--- src/rtl/sinpix_tt_sweeper.sv ---
// sinpix_tt_sweeper: drives every input code onto a single-output network and packs the sampled
// outputs into a truth-table word with a popcount, handed off over valid/ready.
module sinpix_tt_sweeper #(
  parameter int NIN  = 6,
  parameter int LAT  = 1,
  parameter int TT_W = 2**NIN
) (
  input  logic            clk,
  input  logic            rst_n,
  input  logic            start,
  input  logic            abort,
  output logic [NIN-1:0]  x_out,
  input  logic            y_in,
  output logic            busy,
  output logic [TT_W-1:0] tt_out,
  output logic [NIN:0]    ones_cnt,
  output logic            tt_valid,
  input  logic            tt_ready
);
  localparam int CW = $clog2(LAT) + 1;
  localparam logic [CW-1:0]  HOLD_END = CW'(LAT - 1);
  localparam logic [NIN-1:0] X_END    = NIN'(TT_W - 1);
  typedef enum logic [1:0] {IDLE, SWEEP, DONE} state_t;
  state_t          state_q, state_d;
  logic [NIN-1:0]  x_q, x_d;
  logic [TT_W-1:0] tt_q, tt_d;
  logic [NIN:0]    ones_q, ones_d;
  logic [CW-1:0]   cnt_q, cnt_d;
  logic            busy_q, busy_d, valid_q, valid_d, sample, last;
  assign sample = (state_q == SWEEP) && (cnt_q == HOLD_END);
  assign last   = x_q == X_END;
  always_comb begin
    state_d = state_q;
    x_d     = x_q;
    tt_d    = tt_q;
    ones_d  = ones_q;
    cnt_d   = cnt_q;
    if (abort) begin
      state_d = IDLE;
      x_d     = '0;
      tt_d    = '0;
      ones_d  = '0;
      cnt_d   = '0;
    end else begin
      case (state_q)
        IDLE: if (start) begin
          state_d = SWEEP;
          x_d     = '0;
          tt_d    = '0;
          ones_d  = '0;
          cnt_d   = '0;
        end
        SWEEP: if (sample) begin
          tt_d[x_q] = y_in;
          ones_d    = ones_q + (NIN+1)'(y_in);
          cnt_d     = '0;
          x_d       = last ? '0 : x_q + 1'b1;
          state_d   = last ? DONE : SWEEP;
        end else begin
          cnt_d = cnt_q + 1'b1;
        end
        DONE: state_d = tt_ready ? IDLE : DONE;
        default: state_d = IDLE;
      endcase
    end
  end
  // Status flags are registered from the next state so they change on the same edge as state.
  assign busy_d  = state_d != IDLE;
  assign valid_d = state_d == DONE;
  always_ff @(posedge clk or negedge rst_n) begin
    if (!rst_n) begin
      state_q <= IDLE;
      x_q     <= '0;
      tt_q    <= '0;
      ones_q  <= '0;
      cnt_q   <= '0;
      busy_q  <= 1'b0;
      valid_q <= 1'b0;
    end else begin
      state_q <= state_d;
      x_q     <= x_d;
      tt_q    <= tt_d;
      ones_q  <= ones_d;
      cnt_q   <= cnt_d;
      busy_q  <= busy_d;
      valid_q <= valid_d;
    end
  end
  assign x_out    = x_q;
  assign tt_out   = tt_q;
  assign ones_cnt = ones_q;
  assign busy     = busy_q;
  assign tt_valid = valid_q;
endmodule

--- config.mk ---
export PLATFORM = sky130hd
export DESIGN_NAME = sinpix_tt_sweeper
export DESIGN_NICKNAME = d
export VERILOG_FILES = /design/src/rtl/sinpix_tt_sweeper.sv
export SDC_FILE = /design/constraint.sdc
export NUM_CORES = 1
export LEC_CHECK = 0
export ABC_AREA = 0
export BUFFER_PORTS_ARGS = -buffer_cell sky130_fd_sc_hd__buf_2
export CAP_MARGIN = 40
export CORE_AREA = 3 3 102 104
export CTS_BUF_LIST = sky130_fd_sc_hd__clkbuf_2
export DETAILED_ROUTE_END_ITERATION = 8
export DIE_AREA = 0 0 105 107
export PLACE_DENSITY = 0.67
export SLEW_MARGIN = 5
export SYNTH_ARGS = -nofsm -noshare
export SYNTH_HDL_FRONTEND = slang
export SYNTH_SLANG_ARGS = --single-unit
--- constraint.sdc ---
create_clock -name clk -period 2.2 [get_ports clk]
set_clock_uncertainty 0.1 [all_clocks]
set_input_delay 0.33 -clock clk [delete_from_list [all_inputs] [get_ports clk]]
set_output_delay 0.33 -clock clk [all_outputs]
set_load 0.01 [all_outputs]
==> impl_metrics.yaml, run 1 <==
outcome:
  status: "completed"
worst_setup_path:
  r2r-start: "cnt_q"
  rrSetupSlack_ns: 0.12
  cp-end-kind: "flop"
  startpoint_type: "flop"
  cpMaxStageDelayCell: "or4b_4"
  path_class: "reg -> reg"
  cp_cell_sequence: "nand2b_2 -> or4b_4 -> or4_1 -> o211ai_1"
  cp.buffers_inverters: 0
  cp.arrival_ns: 2.47
  slowest_delay_ns: 0.68
  cp.required_ns: 2.60
  rr_worst_depth: 4
  cp_top_family: "simple AND/OR/NAND/NOR gates"
  r2r-end: "tt_out[15]"
  path_max_fanout: 12
die:
  rows: 36
  initial_core_util_pct: 44.2
  die_y_um: 107
  die_x_um: 105
  die-area_um2: 11200
  core_area_um2: 9640
  ios: 85
sta:
  finalCritPeriodShare_pct: 94.3
  grt_setup_unrepaired: "false"
  setup_violations: 0
  timing.final.crit_period_ns: 2.08
  tns_ns: 0
  fmax_mhz: 482
  max_slew_margin_pct: 40.9
  finalHoldViolCount: 0
  tightestPinTransition_ns: 0.880
  drv_slew: 0
cells_and_area:
  area_growth_pct: 17.8
  final_cells: 651
  layout.nets: 523
  num_antenna_cells: 0
  final_cell_mix: "128 x o21ai_0, 85 x buf_2, 82 x dfrtp_1"
  final_common_cell: "o21ai_0"
  drive_gt1_share_pct: 27.4
global_route:
  grt_pass1_vias: 3592
  grt_overflow: 0
  grt_pass1_wl_um: 19800
  antenna_found_initial: 0
  grt_use_total_pct: 22.7
  grt_max_degree: 90
cts:
  cts_buffers: 9
  clock-root-buffer: "clkbuf_2"
  htree_levels: 3
  path_clk_slew_ns: 0.21
  insertion_delay_ns: 0.56
  tritoncts: "built"
  clock_sinks: 82
  clk_path_buf_depth: 2
hold_path:
  worstHoldPathType: "in -> reg"
  hold_depth: 4
  hp-start: "y_in"
  worstHoldEndpoint: "ones_cnt[0]"
yosys:
  synthMuxAreaShare_pct: 2.35
  syn_inst: 439
  synth-adder-area-share_pct: 0.880
  synth-edff-count: 0
  synthSimpleGateAreaFrac_pct: 12.6
  dominantRegCellSynth: "dfrtp_1"
  async_flop_share_pct: 100
  synth_area_um2: 4270
  synth_seq_area_share_pct: 48.1
  synth-xor-area-share_pct: 0
  synth_compound_area_share_pct: 31.1
  syn-num-nets: 448
  ys_warn_count: 0
  synth_seq_cells: 82
  synth_top_family_by_area: "compound AO/OA/AOI/OAI gates"
  syn_avg_cell_area_um2: 9.72
  synth.distinct_cells: 45
place:
  io_buffers: 84
  place_congestion: 0.835
  dp.cells: 632
  dp.final_hpwl_um: 8100
power:
  finalPower_mw: 2.49
  power.density_nw_per_um2: 495
  power.leakage_nw: 2.45
  irDropWorstVdd_mv: 0.233
detailed_routing:
  avgRoutedWirePerCell_um: 19.0
  vias: 3855
  dr.pass1.iters: 5
  via_per_inst: 5.92
  drc: 0
  ant_nets: 0
  drt_iter0_markers: 417
  finalWirelength_um: 12400
job:
  cap_violations: 0
## metal layers
metal	GRT usage, %	share of wire (%)
met1	31.1	44
met2	35.2	46
met3	4.58	7.3
met4	9.37	2.5
met5	0	0
## stage by stage
stage | utilization (%) | hold WS (ns) | setup slack [ns] | area, um^2
6_report | 52.1 | 0.0788 | 0.125 | 5030
2_1_floorplan | - | -0.0656 | 0.298 | 4270
5_1_grt | 52.1 | 0.100 | 0.00131 | 5030
4_1_cts | 52.1 | 0.0829 | 0.0649 | 5020
3_3_place_gp | 50.9 | 0.236 | 0.115 | 4910
3_5_place_dp | 51.0 | 0.235 | 0.0813 | 4910
## how the worst max path moves through the flow
| stage | cells after the start | start | endpoint | slack [ns] |
|---|---|---|---|---|
| 2_1_floorplan | 6 | x_out[1] | tt_out[57] | 0.30 |
| 3_3_place_gp | 5 | cnt_q | tt_out[0] | 0.12 |
| 3_5_place_dp | 5 | cnt_q | tt_out[8] | 0.08 |
| 4_1_cts | 5 | cnt_q | tt_out[0] | 0.06 |
| 5_1_grt | 3 | x_out[4] | tt_out[16] | 0.001 |
| 6_report | 4 | cnt_q | tt_out[15] | 0.12 |
## registers in the layout, summed over array words and instances, names as in the netlist
name / cells
busy: 1
cnt_q: 1
ones_cnt: 7
state_q: 2
tt_out: 64
tt_valid: 1
x_out: 6
## power by group
part	total [mW]	switching, mW	internal (mW)
Sequential	1.53	0.0115	1.52
Clock	0.662	0.519	0.143
Combinational	0.296	0.194	0.102
## worst reg2reg max path, delay by kind of cell, from the launching register on
kind             cells  cell delay, ns
AO/OA/AOI/OAI        1            0.10
flip-flops           1            0.41
AND/OR/NAND/NOR      3            1.42
## final cells by class
class | count | area [um^2]
inverter | 6 | 22.5
multi-input combinational | 304 | 2020
tap | 133 | 166
clock inverter | 4 | 20.0
fill | 939 | 4610
sequential | 82 | 2050
timing repair buffer | 111 | 691
clock buffer | 11 | 55.1
## cells by family after synthesis
group | Yosys count
DFF | 82
adders and majority gates | 3
and+or+nand+nor | 82
AOI/OAI and AO/OA | 209
muxes | 10
buffers and inverters | 53
## cells in the mapped netlist (all sizes together) (4+ instances only)
library cell,number,area (um^2)
and3,5,31.3
a22o,60,526
a21oi,6,30.0
nand2,12,45.0
nor3,5,25.0
nand3b,6,45.0
dfrtp,82,2050
or3,9,56.3
mux2i,10,100
inv,6,22.5
buf,11,56.3
nor3b,4,35.0
o21ai,128,641
clkbuf,36,135
or3b,7,61.3
nor2,15,101
nand3,6,30.0
## what timing repair did
item                                    4_1_cts  5_1_grt
setup buffers                                 0        0
hold buffers                                  3        0
hold endpoints to repair                     62        0
gates resized for setup                       0        1
endpoints found under the setup margin        0        7
Note: power is estimated with default switching activity, not from simulation.
==> inputs of run 2 (changes only) <==
--- a/config.mk
+++ b/config.mk
@@ -5,13 +5,13 @@
 export SDC_FILE = /design/constraint.sdc
 export NUM_CORES = 1
 export LEC_CHECK = 0
-export ABC_AREA = 0
+export ABC_AREA = 1
 export BUFFER_PORTS_ARGS = -buffer_cell sky130_fd_sc_hd__buf_2
 export CAP_MARGIN = 40
-export CORE_AREA = 3 3 102 104
+export CORE_AREA = 3 3 101 103
 export CTS_BUF_LIST = sky130_fd_sc_hd__clkbuf_2
 export DETAILED_ROUTE_END_ITERATION = 8
-export DIE_AREA = 0 0 105 107
+export DIE_AREA = 0 0 104 106
 export PLACE_DENSITY = 0.67
 export SLEW_MARGIN = 5
 export SYNTH_ARGS = -nofsm -noshare
==> impl_metrics.yaml, run 2 <==
yosys:
  synth_top_family_by_area: "simple AND/OR/NAND/NOR gates"
  synth_compound_area_share_pct: 10.3
  ys_warn_count: 0
  synth.distinct_cells: 26
  synth_top_area_share_pct: 49.1
  synth_seq_area_share_pct: 49.1
  synth_area_um2: 4180
  syn-num-nets: 577
  yosys.area.top_type: "dfrtp_1"
  synth_seq_cells: 82
  async_flop_share_pct: 100
  dominantRegCellSynth: "dfrtp_1"
  yosys-top-cells-area: "dfrtp_1 49%, nand2_1 15%, nor2_1 11%"
  synth_common_cells: "167 x nand2_1, 125 x nor2_1, 82 x dfrtp_1"
  synth-xor-area-share_pct: 0.839
  synth-adder-area-share_pct: 0.898
  synthSimpleGateAreaFrac_pct: 31.2
  syn_inst: 568
  synth-edff-count: 0
  synth.most_common_cell: "nand2_1"
  syn_avg_cell_area_um2: 7.36
  synthMuxAreaShare_pct: 0
sta:
  tns_ns: 0
  whs_ns: 0.101
  max_slew_margin_pct: 65.2
  fmax_mhz: 490
  setup_violations: 0
  grt_setup_unrepaired: "false"
  drv_slew: 0
  timing.final.crit_period_ns: 2.04
  finalHoldViolCount: 0
  tightestPinTransition_ns: 0.520
  fin_ws_ns: 0.159
  finalCritPeriodShare_pct: 92.8
place:
  dp.final_hpwl_um: 7560
  place_congestion: 0.794
  io_buffers: 84
  dp_slack_ns: 0.411
detailed_routing:
  dr.pass1.iters: 5
  via_per_inst: 5.08
  ant_nets: 0
  drt_iter0_markers: 278
  finalWirelength_um: 11200
  avgRoutedWirePerCell_um: 14.2
  vias: 3994
  drc: 0
hold_path:
  worstHoldEndpoint: "ones_cnt[0]"
  hp-start: "y_in"
  hold_depth: 4
  worstHoldPathType: "in -> reg"
cts:
  htree_levels: 3
  path_clk_slew_ns: 0.26
  clock_sinks: 82
  insertion_delay_ns: 0.52
  clock-root-buffer: "clkbuf_2"
  clk_path_buf_depth: 2
  cts_buffers: 9
  tritoncts: "built"
worst_setup_path:
  slowest_delay_ns: 0.56
  cp_top_family: "buffers and inverters"
  path_class: "reg -> reg"
  path_max_fanout: 9
  cpMaxStageDelayCell: "dlygate4sd3_1"
  rr_worst_depth: 6
  cp.required_ns: 2.59
  rrSetupSlack_ns: 0.16
  r2r-end: "busy"
  cp-startpoint: "x_out[0]"
  worst_path_most_repeated_cell: "nand3_1"
  cp_cell_sequence: "ha_1 -> nand3_1 -> nor2_1 -> nand3_1 -> a31oi_1 -> dlygate4sd3_1"
  cp.arrival_ns: 2.43
  r2r-start: "x_out[0]"
  cp-end-kind: "flop"
  startpoint_type: "flop"
  cp.buffers_inverters: 1
power:
  power.density_nw_per_um2: 524
  clkPwrFrac_pct: 32.3
  irDropWorstVdd_mv: 0.315
  p_int_mw: 1.85
  pwr-share-seq_pct: 59.6
  switching_share_pct: 27.8
  p_comb_share_pct: 8.1
  power.leakage_nw: 2.81
  finalPower_mw: 2.56
  p_switching_mw: 0.710
cells_and_area:
  largest_reg_flops: 64
  multi_input_area_um2: 1810
  area_growth_pct: 16.7
  final_cell_mix: "167 x nand2_1, 125 x nor2_1, 83 x buf_2"
  seqCellArea_um2: 2050
  final_common_cell: "nand2_1"
  layout.nets: 661
  num_antenna_cells: 0
  n_fill_cell: 942
  drive_gt1_share_pct: 18.3
global_route:
  antenna_found_initial: 0
  grt_pass1_vias: 3631
  grt_use_total_pct: 20.7
  grt_pass1_wl_um: 18600
  grt_max_degree: 65
  grt_overflow: 0
job:
  cap_violations: 0
die:
  core_area_um2: 9280
  die_x_um: 104
  initial_core_util_pct: 45.0
  ios: 85
  die_y_um: 106
  die-area_um2: 11000
  rows: 35
outcome:
  status: "completed"
## run 2: cell count changes in the layout (fill, tap and decap cells not counted), sizes merged, moves of 5 or more
cell    delta
nor2     +111
o21ai     -52
inv       +35
a22o      -60
or3        -8
buf       -15
and3       -5
nand2    +159
mux2i     -10
nand3b     -5
or3b       -7
nand3     +19
## run 2: repair_timing
item | 4_1_cts | 5_1_grt
hold endpoints to repair | 38 | 0
setup buffers | 0 | 2
hold buffers | 5 | 0
endpoints found under the setup margin | 0 | 1
gates resized for setup | 0 | 1
## run 2: cell type report
type,count,area share (%)
Clock buffer,10,1.03
Clock inverter,6,1.36
Inverter,40,3.18
Multi-Input combinational cell,421,37.1
Sequential cell,82,42.1
Tap cell,129,3.31
Timing Repair Buffer,98,11.9
## run 2: power groups by stage
stage                     combinational [mW]  sequential (mW)  clock (mW)
after detailed placement               0.198             1.55           0
after CTS                              0.206             1.52       0.843
final                                  0.206             1.52       0.826
after global routing                   0.232             1.53       0.904
after global placement                 0.195             1.55           0
after floorplan                        0.122             1.55           0
## run 2: kinds of logic (layout without fill, tap and decap cells)
family	after synthesis	count (layout)
xor+xnor	4	4
fa+ha+maj	3	3
buf+inv	65	154
compound gates	86	86
simple gates	328	328
flops	82	82
## run 2: tightest hold or removal path: stages
cell     delay [ns]
buf_2          0.09
ha_1           0.13
nand2_1        0.05
o21ai_1        0.12
## run 2: stage by stage
step / cell area, um^2 / utilization, % / cells
final: 4870 / 52.5 / 786
after global placement: 4690 / 50.5 / 763
after global routing: 4870 / 52.5 / 786
after CTS: 4860 / 52.3 / 784
after detailed placement: 4690 / 50.5 / 763
after floorplan: 4180 / - / 568
## run 2: worst max-delay path by stage
| stage | to | slack (ns) | cells after the start |
|---|---|---|---|
| after detailed placement | tt_out[45] | 0.41 | 6 |
| after global placement | tt_out[37] | 0.47 | 6 |
| after CTS | busy | 0.11 | 6 |
| final | busy | 0.16 | 6 |
| after floorplan | tt_out[36] | 0.71 | 7 |
| after global routing | busy | 0.05 | 6 |
## run 2: per-layer routing
metal  track usage, %  vias to the layer above  wire length, um
li1                 -                     1954                -
met2             33.7                      136             5220
met4             5.70                        0               82
met5                0                        -                0
met3             3.22                        7              675
met1             28.9                     1897             5210
==> inputs of run 3 (changes only) <==
==> constraint.sdc (replaced) <==
create_clock -name clk -period 2.5 [get_ports clk]
set_clock_uncertainty 0.1 [all_clocks]
set_input_delay 0.375 -clock clk [delete_from_list [all_inputs] [get_ports clk]]
set_output_delay 0.375 -clock clk [all_outputs]
set_load 0.01 [all_outputs]
==> impl_metrics.yaml, run 3 (synthesis results as in run 2) <==
hold_path:
  worstHoldPathType: "in -> reg"
cells_and_area:
  final_cell_mix: "167 x nand2_1, 125 x nor2_1, 83 x buf_2"
  utilization_pct: 52.1
  final_cells: 778
  num_antenna_cells: 0
  area_growth_pct: 15.7
  layout.nets: 654
  largest_reg_flops: 64
  drive_gt1_share_pct: 17.9
  final_common_cell: "nand2_1"
  stdcell_area_um2: 4830
worst_setup_path:
  path_max_fanout: 9
  cp_cell_sequence: "inv_1 -> nand3_1 -> nor2_1 -> nor2_1 -> o21ai_0 -> nand2_1"
  cp-end-kind: "flop"
  cp.required_ns: 2.82
  slowest_delay_ns: 0.52
  startpoint_type: "flop"
  cpMaxStageDelayCell: "dfrtp_1"
  path_class: "reg -> reg"
  cp.buffers_inverters: 1
  cp.arrival_ns: 2.17
  worst_path_most_repeated_cell: "nor2_1"
  cp_top_family: "simple AND/OR/NAND/NOR gates"
place:
  placed_area_um2: 4700
  place_congestion: 0.802
  io_buffers: 84
  dp.final_hpwl_um: 7460
  dp.cells: 762
  dp_slack_ns: 0.676
die:
  die_x_um: 104
  ios: 85
  die_y_um: 106
  rows: 35
  die-area_um2: 11000
  initial_core_util_pct: 45.0
  core_area_um2: 9280
cts:
  clk_path_buf_depth: 2
  insertion_delay_ns: 0.51
  tritoncts: "built"
  path_clk_slew_ns: 0.22
  clock_sinks: 82
  htree_levels: 3
  clock-root-buffer: "clkbuf_2"
  cts_buffers: 9
detailed_routing:
  dr.pass1.iters: 5
  vias: 3905
  drt_iter0_markers: 269
  ant_nets: 0
  avgRoutedWirePerCell_um: 14.2
  finalWirelength_um: 11000
  via_per_inst: 5.02
  drc: 0
global_route:
  grt_max_degree: 65
  grt_pass1_vias: 3789
  grt_pass1_wl_um: 18800
  grt_overflow: 0
  antenna_found_initial: 0
  grt_use_total_pct: 20.7
power:
  finalPower_mw: 2.31
  power.density_nw_per_um2: 477
  irDropWorstVdd_mv: 0.240
  power.leakage_nw: 2.79
sta:
  fmax_mhz: 540
  setup_violations: 0
  finalCritPeriodShare_pct: 74.1
  grt_setup_unrepaired: "false"
  tightestPinTransition_ns: 0.529
  finalHoldViolCount: 0
  whs_ns: 0.0416
  max_slew_margin_pct: 64.6
  timing.final.crit_period_ns: 1.85
  drv_slew: 0
  tns_ns: 0
  fin_ws_ns: 0.648
job:
  cap_violations: 0
outcome:
  status: "completed"
==> run 3: cell types whose count changed in the layout (fill, tap and decap cells not counted) <==
| cell | before | now |
|---|---|---|
| buf_4 | 7 | 3 |
| dlygate4sd3_1 | 5 | 1 |
| clkinv_2 | 0 | 3 |
| buf_12 | 3 | 4 |
| bufinv_16 | 1 | 2 |
| clkbuf_2 | 10 | 9 |
| clkinv_1 | 1 | 0 |
| clkinv_4 | 1 | 0 |
| clkinvlp_4 | 2 | 1 |
| dfrtp_1 | 81 | 82 |
| dfrtp_2 | 1 | 0 |
| inv_6 | 1 | 0 |
==> run 3: layout make-up <==
type,instances,area (um^2)
Fill cell,951,4450
Sequential cell,82,2050
Multi-Input combinational cell,421,1810
Timing Repair Buffer,91,528
Tap cell,129,161
Inverter,40,155
Clock inverter,6,82.6
Clock buffer,9,45.0
==> run 3: worst paths after layout <==
path / from / end / slack (ns) / cells past startpoint
max: x_out[0] / tt_out[0] / 0.65 / 6
min: tt_ready / state_q[1] / 0.04 / 3
max reg2reg: x_out[0] / tt_out[0] / 0.65 / 6
min reg2reg: tt_out[61] / tt_out[61] / 0.40 / 2
max in group asynchronous: rst_n / tt_out[47] / 1.48 / 3
min in group asynchronous: rst_n / tt_out[53] / 0.18 / 2
==> run 3: metal layers <==
metal | wire length (um) | part of all wire (%) | track usage, %
met1 | 5150 | 47 | 29.0
met2 | 5110 | 46 | 33.1
met3 | 631 | 5.7 | 3.83
met4 | 127 | 1.2 | 5.60
met5 | 0 | 0 | 0
==> run 3: tightest hold or removal path, delay by kind of cell <==
kind / cells / cell delay, ns
AOI/OAI and AO/OA: 1 / 0.07
buffers and inverters: 1 / 0.07
and+or+nand+nor: 1 / 0.12
==> run 3: what timing repair did <==
item,CTS,global route
setup buffers,0,0
hold buffers,1,0
hold endpoints to repair,28,0
resized for setup,0,0
==> run 3: power by group <==
part / internal [mW] / switching [mW] / total (mW)
Combinational: 0.0488 / 0.128 / 0.177
Clock: 0.320 / 0.468 / 0.788
Sequential: 1.33 / 0.00586 / 1.34
Total: 1.70 / 0.601 / 2.31
